--- src/rtl/nibble_serial_subtractor.sv ---
// Multi-cycle WIDTH-bit subtractor, one 4-bit lookahead nibble per clock.
// Borrow ripples LSB-first through a register between nibbles.
module nibble_serial_subtractor #(
  parameter int WIDTH = 16
) (
  input  logic             clk,
  input  logic             rst,
  input  logic             start,
  input  logic [WIDTH-1:0] a,
  input  logic [WIDTH-1:0] b,
  output logic             busy,
  output logic             done,
  output logic [WIDTH-1:0] d,
  output logic             borrow,
  output logic             zero,
  output logic             ovf
);

  localparam int N  = WIDTH / 4;
  localparam int IW = (N > 1) ? $clog2(N) : 1;
  localparam int MSB = WIDTH - 1;

  typedef enum logic [1:0] {
    IDLE,
    RUN,
    DONE
  } state_t;

  state_t           state_q;
  logic [WIDTH-1:0] a_q;
  logic [WIDTH-1:0] b_q;
  logic [WIDTH-1:0] d_q;
  logic [WIDTH-1:0] d_d;
  logic [IW-1:0]    idx_q;
  logic             brw_q;
  logic             busy_q;
  logic             done_q;
  logic             borrow_q;
  logic             zero_q;
  logic             ovf_q;

  logic [3:0] x;
  logic [3:0] y;
  logic [3:0] g;
  logic [3:0] p;
  logic [4:0] c;
  logic [3:0] s;
  logic       last;

  always_comb begin
    x = a_q[{idx_q, 2'b00} +: 4];
    y = ~b_q[{idx_q, 2'b00} +: 4];
    g = x & y;
    p = x ^ y;
    c[0] = ~brw_q;
    c[1] = g[0] | (p[0] & c[0]);
    c[2] = g[1] | (p[1] & g[0]) | (p[1] & p[0] & c[0]);
    c[3] = g[2] | (p[2] & g[1]) | (p[2] & p[1] & g[0])
         | (p[2] & p[1] & p[0] & c[0]);
    c[4] = g[3] | (p[3] & g[2]) | (p[3] & p[2] & g[1])
         | (p[3] & p[2] & p[1] & g[0])
         | (p[3] & p[2] & p[1] & p[0] & c[0]);
    s = p ^ c[3:0];
    d_d = d_q;
    d_d[{idx_q, 2'b00} +: 4] = s;
    last = (idx_q == IW'(N - 1));
  end

  always_ff @(posedge clk) begin
    if (rst) begin
      state_q  <= IDLE;
      a_q      <= '0;
      b_q      <= '0;
      d_q      <= '0;
      idx_q    <= '0;
      brw_q    <= 1'b0;
      busy_q   <= 1'b0;
      done_q   <= 1'b0;
      borrow_q <= 1'b0;
      zero_q   <= 1'b0;
      ovf_q    <= 1'b0;
    end else begin
      unique case (state_q)
        IDLE: begin
          if (start) begin
            a_q     <= a;
            b_q     <= b;
            idx_q   <= '0;
            brw_q   <= 1'b0;
            busy_q  <= 1'b1;
            state_q <= RUN;
          end
        end
        RUN: begin
          d_q   <= d_d;
          brw_q <= ~c[4];
          idx_q <= idx_q + IW'(1);
          if (last) begin
            state_q  <= DONE;
            busy_q   <= 1'b0;
            done_q   <= 1'b1;
            borrow_q <= ~c[4];
            zero_q   <= (d_d == '0);
            ovf_q    <= (a_q[MSB] != b_q[MSB]) && (d_d[MSB] != a_q[MSB]);
          end
        end
        DONE: begin
          done_q <= 1'b0;
          // back-to-back request skips IDLE
          if (start) begin
            a_q     <= a;
            b_q     <= b;
            idx_q   <= '0;
            brw_q   <= 1'b0;
            busy_q  <= 1'b1;
            state_q <= RUN;
          end else begin
            state_q <= IDLE;
          end
        end
        default: state_q <= IDLE;
      endcase
    end
  end

  assign busy   = busy_q;
  assign done   = done_q;
  assign d      = d_q;
  assign borrow = borrow_q;
  assign zero   = zero_q;
  assign ovf    = ovf_q;

endmodule

--- config.mk ---
export PLATFORM = sky130hd
export DESIGN_NAME = nibble_serial_subtractor
export DESIGN_NICKNAME = d
export VERILOG_FILES = /design/src/rtl/nibble_serial_subtractor.sv
export SDC_FILE = /design/constraint.sdc
export NUM_CORES = 1
export LEC_CHECK = 0
export ABC_AREA = 0
export CAP_MARGIN = 20
export CORE_MARGIN = 2
export CORE_UTILIZATION = 45
export CTS_CLUSTER_SIZE = 24
export DETAILED_ROUTE_END_ITERATION = 6
export GPL_TIMING_DRIVEN = 0
export PLACE_DENSITY = 0.82
export SKIP_CTS_REPAIR_TIMING = 1
export SLEW_MARGIN = 30
export SYNTH_ARGS = -nofsm -noshare
export SYNTH_HDL_FRONTEND = slang
export SYNTH_SLANG_ARGS = --single-unit
--- constraint.sdc ---
create_clock -name clk -period 5.06 [get_ports clk]
set_input_delay 1.012 -clock clk [delete_from_list [all_inputs] [get_ports clk]]
set_output_delay 1.012 -clock clk [all_outputs]
set_load 0.05 [all_outputs]
### Yosys cells after proc, flatten, opt, wreduce, memory -nomap -nowiden

Cells that the tools add are included.

* $add $sub $neg: 2
* eq/ne operators: 8
* shift-type cells: 4
* mux-type cells: 14
* bitwise operators: 32
* reduce and logical (&&, ||, !) cells: 12

Operator list (number)
* 16-bit by 5-bit indexed part select with 4-bit output: 2
* 1-bit AND: 16
* 16-bit bitwise mux: 1
* 16-bit zero test: 1
* 4-bit by 6-bit variable shift with 16-bit output, first input constant: 1
* 4-bit by 6-bit indexed part select with 16-bit output: 1
* 1-bit OR: 10
* 2-bit AND reduction: 5
* 4-bit bitwise XOR: 2
* 2-bit two-way mux: 3
* 4-bit negation with 6-bit output: 1
* 1-bit case mux with 2 select lines: 3
* 2-bit case mux with 3 select lines: 1
* 1-bit two-way mux: 5
* 4-bit AND: 1
* 2-bit equality test, second input constant: 2
* 2-bit inequality test, second input constant: 2
* 4-bit inverter: 1
* 2-bit case mux with 2 select lines: 1
* 2-bit nonzero test: 2
* 3-bit AND reduction: 1
* 2-bit by 1-bit adder with 2-bit output, second input constant: 1
* 2-bit by 1-bit equality test with 1-bit output, second input constant: 1
* 2-bit zero test: 1
* 5 further kinds: 7

* register bits: 58

### Depth between registers and ports, before layout

Gate-level depths: netlist of run 1.

* depth after elaboration: 12
* gate-level depth with buffers: 10

### Worst setup path after synthesis of run 1

Ideal clock, no wire load.

* path type: register to register
* start point: register idx_q[0]
* end point: register d_q[2] (netlist: d[2])
* setup time: 74 ps
* arrival: 2620 ps
* required time: 4986 ps
* setup slack: 2366 ps
* stages on the path, launching flop included: 9
* buffers on the path: 1
* period minus slack after synthesis: 2694 ps
* cells stage by stage: dfxtp_1 buf_2 mux4_2 ha_1 nor2b_1 o21ai_0 and2_1 or3b_1 a31oi_1

* longest elaborated chain between the ends: 10
* elaborated cells between the ends (all ways): 25
* classes of those cells: add/sub (1); shift (4); mux (1); bitwise (19)

Ends and longest elaborated chain
* start, declared: line 34 `logic [IW-1:0] idx_q;`
* start signal, assigned: line 97 `idx_q <= idx_q + IW'(1);`
* 16-bit by 5-bit indexed part select with 4-bit output: line 52 `y = ~b_q[{idx_q, 2'b00} +: 4];`
* 4-bit inverter: line 52
* 4-bit bitwise XOR / 4-bit AND (equally long branches): line 54, 53
* 1-bit AND, on equally long branches: line 58, 59
* 1-bit OR (tied with other cells): line 58 `c[3] = g[2] | (p[2] & g[1]) | (p[2] & p[1] & g[0])`
* 1-bit OR / 1-bit AND (equally long branches): line 58, 59
* 1-bit OR: line 59 `| (p[2] & p[1] & p[0] & c[0]);`
* 4-bit bitwise XOR: line 63 `s = p ^ c[3:0];`
* 4-bit by 6-bit indexed part select with 16-bit output: line 65 `d_d[{idx_q, 2'b00} +: 4] = s;`
* 16-bit bitwise mux (*): line 65
* end signal, assigned: line 74 `d_q <= '0;`
* end signal, assigned: line 95 `d_q <= d_d;`
* end, declared: line 32 `logic [WIDTH-1:0] d_q;`

Mark *: on every way between the ends. The rest lies on a longest branch, timed or not.
A chain may end at the register's enable or synchronous reset.

### Worst setup path in the final report of run 1

* start point: register idx_q[0]
* end point: register zero_q (netlist: zero)

* longest elaborated chain between the ends: 11
* elaborated cells between the ends (all ways): 28
* classes of those cells: add/sub (1); eq/ne (1); shift (4); mux (1); bitwise (19); reduce/logical (2)

Ends and longest elaborated chain
* 16-bit by 5-bit indexed part select with 4-bit output: line 52
* 4-bit inverter: line 52
* 4-bit bitwise XOR / 4-bit AND (equally long branches): line 54, 53
* 1-bit AND, on equally long branches: line 58, 59
* 1-bit OR (tied with other cells): line 58
* 1-bit OR / 1-bit AND (equally long branches): line 58, 59
* 1-bit OR: line 59
* 4-bit bitwise XOR: line 63
* 4-bit by 6-bit indexed part select with 16-bit output: line 65
* 16-bit bitwise mux: line 65
* 16-bit zero test: line 103 `zero_q <= (d_d == '0);`
* end signal, assigned: line 103
* end, declared: line 39 `logic zero_q;`

Parallel ways exist; a longest one is shown, timed or not.

==> results.cfg, run 1 <==
[status]
status = finished, final reports clean

[worst_setup_path]
worst_ep_arrival_time_ns = 3.32
cp_startpoint_kind = flop
reg2reg_to = zero
timing.critical_path.to_type = flop
timing.setup.critical_path_class = reg -> reg
r2r_cells = 8
critical_path.max_fanout = 10
timing.critical_path.required_ns = 5.33
r2r_start = idx_q[0]
setup.reg_to_reg.worst_slack_ns = 2.01

[clocking]
cts_buffer_depth = 2
clock_tree_root_driver_cell = sky130_fd_sc_hd__clkbuf_8
clkSinkCount = 58
cts_max_level = 3
clkSlewWorstSetupHoldPaths_ns = 0.06
cts_tree = done
clock_latency_ns = 0.34
cts_buffers = 9

[synthesis]
synthAdderAreaFrac = 0.0571
syn-num-nets = 373
synth.top_cells.by_area = sky130_fd_sc_hd__dfxtp_1, sky130_fd_sc_hd__nand2_1, sky130_fd_sc_hd__a21oi_1
ys.warnings.count = 0
post-synth-top-area-fraction = 0.421
ys_seq_area_frac = 0.421
yosys.area_share.xor_xnor = 0.00635
synth_simple_gate_area_frac = 0.239
netlist_instances = 326
synth_compound_area_frac = 0.165
ys_ff_latch = 58
post-synth-top-area-cell = sky130_fd_sc_hd__dfxtp_1
synth_area_sq_mm = 0.00276
post_synth.cell_area_avg_sq_um = 8.46
synth.distinct_cells = 44
synth_top_family_by_area = simple AND/OR/NAND/NOR gates
multiplexer_area_fraction_after_synthesis = 0.0689

[worst_hold_path]
min_delay_worst_endpoint = b_q[9]
worstHoldPathCells = 2
worstHoldPathType = reg -> reg
min_from = b_q[9]

[timing]
timing.clock.skew_ns = 0.00812
setup-tns-final_ns = 0
setup_viol_count_final = 0
max_clock_freq_ghz = 0.328
period_share = 0.603
maxSlewHeadroom = 0.528
finalHoldViolCount = 0
grt_setup_unrepaired = no
worstMarginPinSlew_ns = 0.698
timing.final.crit_period_ns = 3.05
drv_slew = 0

[detailed_routing]
antenna_left = 0
vias = 2460
drt_drc_violations_left = 0
detail_route.iter0.violations = 123
drt-wirelength-per-cell_microns = 13.5
drt_first_pass_iters = 4
routed_wl_microns = 6360
post_drt_via_cell_ratio = 5.22

[floorplan]
die_y_microns = 82.3
design.die.area_sq_mm = 0.00677
initial_core_util = 0.466
num_rows = 28
die-width_microns = 82.3
pin_count = 56
core-area_sq_mm = 0.00592

[global_routing]
grt_antenna_before_repair = 0
first_global_vias = 2374
global_route.usage.total = 0.207
grt_start_max_net_pins = 11
grt_pass1_wl_microns = 10500
grt-ovfl-total = 0

[cells_and_area]
finish.cell_count_without_fillers = 471
nNetsFinal = 438
synthesis_to_layout_area_growth_pct = 28.9
layout_cells_sized_above_1 = 0.0758
antennaDiodeCount = 0
final_standard_cell_area_without_fillers_sq_mm = 0.00356

[power_and_ir_drop]
vdd_drop_max_mv = 0.151
total_power_mw = 1.07
leakage_nw = 1.29
power_density_mw_per_mm2 = 302

[place]
io_buf_count = 54
place.detailed.instances = 455
place_area_sq_mm = 0.00339
globalplace.congestion = 0.899
post-dp-hpwl_microns = 4830

[run]
drv.max_cap_violation_count = 0
registers in the layout, summed over array words and instances, names as in the netlist:
signal / cells
done: 1
state_q: 2
b_q: 16
busy: 1
d: 16
zero: 1
borrow: 1
idx_q: 2
a_q: 16
ovf: 1
brw_q: 1
where the power goes:
part | switching, mW | internal, mW
clock | 0.175 | 0.189
sequential | 0.0145 | 0.478
combinational | 0.121 | 0.0972
cell families (layout without fill, tap and decap cells):
family / Yosys count / after routing
mux: 9 / 9
fa+ha+maj: 12 / 12
flops: 58 / 58
compound gates: 77 / 77
simple gates: 137 / 137
buf+inv: 31 / 101
xor+xnor: 2 / 2
final cells by class:
type	instances	area, sq um
clock inverter	3	15.0
multi-input combinational	237	1480
clock buffer	13	149
timing repair buffer	54	541
fill	524	2360
tap	75	93.8
inverter	12	45.0
sequential	58	1160
buffer	19	73.8
cells in the mapped netlist, drive strengths merged:
| cell type | n |
|---|---|
| a21oi | 45 |
| ha | 11 |
| nor4b | 3 |
| buf | 5 |
| fa | 1 |
| o2bb2a | 1 |
| o2111ai | 1 |
| nor4 | 3 |
| a211o | 1 |
| nand4 | 2 |
| nand2 | 82 |
| o22ai | 2 |
| and2b | 1 |
| xnor2 | 2 |
| mux4 | 8 |
| o21ai | 7 |
| nor2 | 17 |
| a21boi | 1 |
| o31a | 2 |
| nor2b | 5 |
| or3b | 2 |
| inv | 12 |
| nand2b | 4 |
| clkbuf | 14 |
| o21a | 1 |
| a31oi | 1 |
| or3 | 1 |
| or2 | 1 |
| dfxtp | 58 |
| and2 | 3 |
| o221a | 1 |
| a22oi | 11 |
| mux2i | 1 |
| nor3 | 2 |
| nand3 | 3 |
| o31ai | 3 |
| and3b | 1 |
| nand3b | 6 |
| nor3b | 1 |
worst max-delay path, stage by stage (launching register included):
cell,delay (ns)
sky130_fd_sc_hd__dfxtp_1,0.48
sky130_fd_sc_hd__buf_2,0.37
sky130_fd_sc_hd__mux4_2,0.60
sky130_fd_sc_hd__ha_1,0.29
sky130_fd_sc_hd__nor2b_1,0.29
sky130_fd_sc_hd__o21ai_0,0.16
sky130_fd_sc_hd__o221a_2,0.37
sky130_fd_sc_hd__a211o_1,0.26
sky130_fd_sc_hd__a22oi_1,0.14
cell usage in the layout (no fill, tap or decap), drive strengths merged, types with 3 or more instances in the layout:
| cell type | count |
|---|---|
| nand2 | 82 |
| dfxtp | 58 |
| clkdlybuf4s50 | 54 |
| a21oi | 45 |
| clkbuf | 27 |
| nor2 | 17 |
| inv | 12 |
| a22oi | 11 |
| ha | 11 |
| mux4 | 8 |
| o21ai | 7 |
| nand3b | 6 |
| nor2b | 5 |
| buf | 5 |
| nand2b | 4 |
| nand3 | 3 |
| o31ai | 3 |
| and2 | 3 |
| nor4 | 3 |
| clkinv | 3 |
| nor4b | 3 |
stage by stage:
| step | hold WS, ns | setup slack [ns] | util |
|---|---|---|---|
| finish | 0.452 | 2.01 | 0.601 |
| global route | 0.467 | 1.77 | 0.601 |
| CTS | 0.456 | 1.98 | 0.601 |
| detailed placement | 0.447 | 2.00 | 0.573 |
| global placement | 0.439 | 2.05 | 0.573 |
| floorplan | 0.433 | 2.37 | - |
worst max-delay path by stage:
stage | start | to | depth (start not counted)
after floorplan | idx_q[0] | d[2] | 8
after global placement | idx_q[0] | zero | 8
after detailed placement | idx_q[0] | zero | 8
after CTS | idx_q[0] | zero | 8
after global routing | idx_q[0] | zero | 8
final | idx_q[0] | zero | 8
metal layers:
| layer | up-vias | share of wire | track usage |
|---|---|---|---|
| li1 | 1256 | - | - |
| met1 | 1122 | 0.44 | 0.244 |
| met2 | 65 | 0.48 | 0.340 |
| met3 | 17 | 0.048 | 0.0478 |
| met4 | 0 | 0.028 | 0.130 |
| met5 | - | 0 | 0 |
Note: power is estimated with default switching activity, not from simulation.
==> run 2: changes to the inputs <==
Settings changed: PLACE_DENSITY 0.82 to 0.85.
Clock period 5.06 ns to 2.5 ns, I/O delays scaled along.
==> run 2 against run 1 <==
Net effect: the run now ends with negative setup slack left; die area did not move; worst hold slack barely moved; design area rose by 3.9%; final cell count up 0.21%; sequential share of layout area shrank 1.1 points; largest cell class unchanged; highest routed layer unchanged.
==> results.cfg, run 2 (synthesis gave the netlist of run 1 again) <==
[worst_setup_path]
critical_path.max_fanout = 6
r2r_cells = 8
cp_startpoint_kind = flop
timing.critical_path.required_ns = 2.76
crit_path_top_delay_cell = sky130_fd_sc_hd__mux4_2
path_cells = buf_12 -> mux4_2 -> ha_4 -> nor2b_4 -> o31a_1 -> o221a_4 -> a211o_1 -> a22oi_1
largest_stage_delay_on_the_critical_path_ns = 0.58
timing.setup.critical_path_class = reg -> reg
timing.critical_path.to_type = flop
worst_ep_arrival_time_ns = 2.77

[detailed_routing]
antenna_left = 0
drt_drc_violations_left = 0
drt-wirelength-per-cell_microns = 14.5
detail_route.iter0.violations = 149
vias = 2563
routed_wl_microns = 6860
post_drt_via_cell_ratio = 5.43
drt_first_pass_iters = 5

[cells_and_area]
layout_cells_sized_above_1 = 0.113
fillCellCount = 499
mostFrequentLayoutCell = sky130_fd_sc_hd__nand2_1
antennaDiodeCount = 0
final_standard_cell_area_without_fillers_sq_mm = 0.00369
finish.cell_count_without_fillers = 472
synthesis_to_layout_area_growth_pct = 33.9
nNetsFinal = 441
layout.core_utilization = 0.624
layout_common_cells = sky130_fd_sc_hd__nand2_1, sky130_fd_sc_hd__dfxtp_1, sky130_fd_sc_hd__clkdlybuf4s50_1

[timing]
drv_slew = 0
hold-worst-slack_ns = 0.451
setup_viol_count_final = 1
max_clock_freq_ghz = 0.398
period_share = 1.00
grt_setup_unrepaired = yes
setup_ws_ns = -0.0112
worstMarginPinSlew_ns = 0.699
timing.final.crit_period_ns = 2.51
maxSlewHeadroom = 0.528
timing.clock.skew_ns = 0.00864
finalHoldViolCount = 0
setup-tns-final_ns = -0.0112

[clocking]
cts_buffers = 9
cts_tree = done
cts_max_level = 3
cts_buffer_depth = 2
clkSlewWorstSetupHoldPaths_ns = 0.06
clkSinkCount = 58
clock_tree_root_driver_cell = sky130_fd_sc_hd__clkbuf_8
clock_latency_ns = 0.34

[power_and_ir_drop]
total_power_mw = 2.30
leakage_nw = 1.34
vdd_drop_max_mv = 0.398
power_density_mw_per_mm2 = 623

[floorplan]
design.die.area_sq_mm = 0.00677
pin_count = 56
die-width_microns = 82.3
num_rows = 28
initial_core_util = 0.466
core-area_sq_mm = 0.00592
die_y_microns = 82.3

[global_routing]
first_global_vias = 2293
grt_pass1_wl_microns = 10200
grt-ovfl-total = 0
grt_antenna_before_repair = 0
global_route.usage.total = 0.201
grt_start_max_net_pins = 11

[place]
place_worst_setup_slack_ns = -0.337
io_buf_count = 54
globalplace.congestion = 0.901
post-dp-hpwl_microns = 4850
place.detailed.instances = 455
place_area_sq_mm = 0.00340

[status]
failing_checks = negative setup slack
status = complete, but fails checks

[worst_hold_path]
worstHoldPathType = reg -> reg
worstHoldPathCells = 2

[run]
drv.max_cap_violation_count = 0
run 2: final cells by class:
class                   count  area (sq um)  share of cell area
plain buffers              18          85.1              0.0230
clock inverters             4          45.0              0.0122
well taps                  75          93.8              0.0254
flip-flops and latches     58          1160               0.315
multi-input cells         237          1550               0.418
inverters                  12          45.0              0.0122
clock buffers              10           128              0.0345
repair buffers             58           588               0.159
run 2: path summary, 6_finish.rpt:
kind / startpoint / slack [ns] / endpoint
min reg2reg: a_q[1] / 0.45 / a_q[1]
min: a_q[1] / 0.45 / a_q[1]
max: idx_q[0] / -0.01 / zero
max reg2reg: idx_q[0] / -0.01 / zero
run 2: metal layers:
metal,vias up,track usage,wire (microns)
met4,0,0.0533,129
li1,1262,-,-
met5,-,0,0
met1,1201,0.234,2840
met3,15,0.0674,368
met2,85,0.351,3520
run 2: power by group:
group / internal (mW) / switching, mW / total, mW
Combinational: 0.237 / 0.278 / 0.516
Sequential: 0.968 / 0.0304 / 0.998
Clock: 0.443 / 0.346 / 0.789
Total: 1.65 / 0.654 / 2.30
run 2: worst max-delay path: cells and delay by family, from the launching register on:
family / cells / cell delay (ns)
compound gates: 4 / 0.89
fa+ha+maj: 1 / 0.28
buf+inv: 1 / 0.13
flops: 1 / 0.40
mux: 1 / 0.58
simple gates: 1 / 0.14
==> run 3: changes to the inputs <==
Settings changed: DONT_BUFFER_PORTS from default to 1, PLACE_DENSITY 0.85 to 0.73.
==> run 3 against run 2 <==
Net effect: the flow still finishes with violations (negative setup slack); sequential power hardly changed; first-iteration DRC count fell by 21%; die area did not move; sequential share of layout area is 4.3 points higher; sequential cell count stayed put; power grew 5.2%; utilization fell by 7.5 points; non-clock buffer count down 50; clock power grew 22%; clock skew fell by 0.0032 ns; critical path depth grew 1; largest cell class unchanged.
==> results.cfg, run 3 (synthesis gave the netlist of run 1 again) <==
[detailed_routing]
drt-wirelength-per-cell_microns = 16.2
vias = 2343
drt_drc_violations_left = 0
post_drt_via_cell_ratio = 5.53
routed_wl_microns = 6850
antenna_left = 0
detail_route.iter0.violations = 117
drt_first_pass_iters = 4

[floorplan]
die_y_microns = 82.3
design.die.area_sq_mm = 0.00677
core-area_sq_mm = 0.00592
pin_count = 56
die-width_microns = 82.3
initial_core_util = 0.466
num_rows = 28

[clocking]
cts_buffers = 9
clock_tree_root_driver_cell = sky130_fd_sc_hd__clkbuf_8
cts_tree = done
clkSlewWorstSetupHoldPaths_ns = 0.07
cts_max_level = 3
clkSinkCount = 58
cts_buffer_depth = 2
clock_latency_ns = 0.35

[global_routing]
grt_pass1_wl_microns = 10300
grt_antenna_before_repair = 0
first_global_vias = 2216
global_route.usage.total = 0.206
grt_start_max_net_pins = 12
grt-ovfl-total = 0

[power_and_ir_drop]
vdd_drop_max_mv = 0.712
power_density_mw_per_mm2 = 745
total_power_mw = 2.42
leakage_nw = 1.18

[cells_and_area]
layout.core_utilization = 0.549
layout_cells_sized_above_1 = 0.160
synthesis_to_layout_area_growth_pct = 17.8
mostFrequentLayoutCell = sky130_fd_sc_hd__nand2_1
nNetsFinal = 391
antennaDiodeCount = 0
layout_common_cells = sky130_fd_sc_hd__nand2_1, sky130_fd_sc_hd__dfxtp_1, sky130_fd_sc_hd__a21oi_1
fillCellCount = 545

[place]
io_buf_count = 0
place_worst_setup_slack_ns = -0.428
globalplace.congestion = 0.907
post-dp-hpwl_microns = 4690

[worst_setup_path]
cp_num_buf_inv = 2
timing.critical_path.required_ns = 2.78
r2r_cells = 9
number_of_gates_on_the_worst_path_with_buffers_counted = 9
path_cells = buf_12 -> mux4_2 -> inv_2 -> ha_4 -> nor2b_4 -> o31a_1 -> o221a_4 -> a211o_1 -> a22oi_2
timing.setup.critical_path_class = reg -> reg
worst_ep_arrival_time_ns = 2.80
cp_startpoint_kind = flop
largest_stage_delay_on_the_critical_path_ns = 0.55
worst_path_dominant_cell_family = compound AO/OA/AOI/OAI gates
crit_path_top_delay_cell = sky130_fd_sc_hd__mux4_2
timing.critical_path.to_type = flop
critical_path.max_fanout = 6

[timing]
maxSlewHeadroom = 0.613
drv_slew = 0
timing.final.crit_period_ns = 2.52
finalHoldViolCount = 0
setup_viol_count_final = 1
grt_setup_unrepaired = yes
setup_ws_ns = -0.0208
hold-worst-slack_ns = 0.275
timing.clock.skew_ns = 0.00541
period_share = 1.01
worstMarginPinSlew_ns = 0.580
setup-tns-final_ns = -0.0208
max_clock_freq_ghz = 0.397

[worst_hold_path]
worstHoldPathCells = 2
worstHoldPathType = in -> reg

[run]
drv.max_cap_violation_count = 0

[status]
status = complete, but fails checks
failing_checks = negative setup slack
run 3: changes by cell type in the layout (fill, tap and decap cells not counted), sizes merged:
cell           delta
buf               +3
bufinv            +1
clkdlybuf4s50    -54
clkinvlp          +2
run 3: worst reg2reg max path, delay by kind of cell (launching register included):
kind	cells	cell delay, ns
AND/OR/NAND/NOR	1	0.14
adder cells (fa/ha/maj)	1	0.20
flip-flops	1	0.40
multiplexers	1	0.55
AO/OA/AOI/OAI	4	0.92
buffers and inverters	2	0.24
run 3: per-layer routing:
metal | up-vias | global-route usage | part of all wire
met1 | 1081 | 0.233 | 0.41
met4 | 0 | 0.108 | 0.027
met5 | - | 0 | 0
met2 | 75 | 0.335 | 0.49
li1 | 1164 | - | -
met3 | 23 | 0.0815 | 0.074
run 3: final timing paths:
check	startpoint	end	slack, ns
hold / removal	a[6]	a_q[6]	0.27
setup reg to reg	idx_q[0]	zero	-0.02
setup / recovery	idx_q[0]	zero	-0.02
hold reg to reg	a_q[11]	a_q[11]	0.46
run 3: per-stage QoR:
step / instance area, sq um / cells
floorplan: 2770 / 326
global placement: 2860 / 401
detailed placement: 2860 / 401
CTS: 3080 / 417
global route: 3250 / 424
finish: 3250 / 424
run 3: final cells by class:
cell class | instances | area (sq um) | area share
Clock inverter | 7 | 93.8 | 0.0289
Clock buffer | 9 | 124 | 0.0381
Timing Repair Buffer | 7 | 70.1 | 0.0216
Inverter | 12 | 45.0 | 0.0139
Sequential cell | 58 | 1160 | 0.358
Multi-Input combinational cell | 237 | 1560 | 0.480
Buffer | 19 | 98.8 | 0.0304
Tap cell | 75 | 93.8 | 0.0289
run 3: power breakdown:
group	switching (mW)	internal [mW]	leakage (nW)
clock network	0.402	0.558	0.105
logic	0.249	0.194	0.599
registers	0.0526	0.967	0.474
total	0.704	1.72	1.18
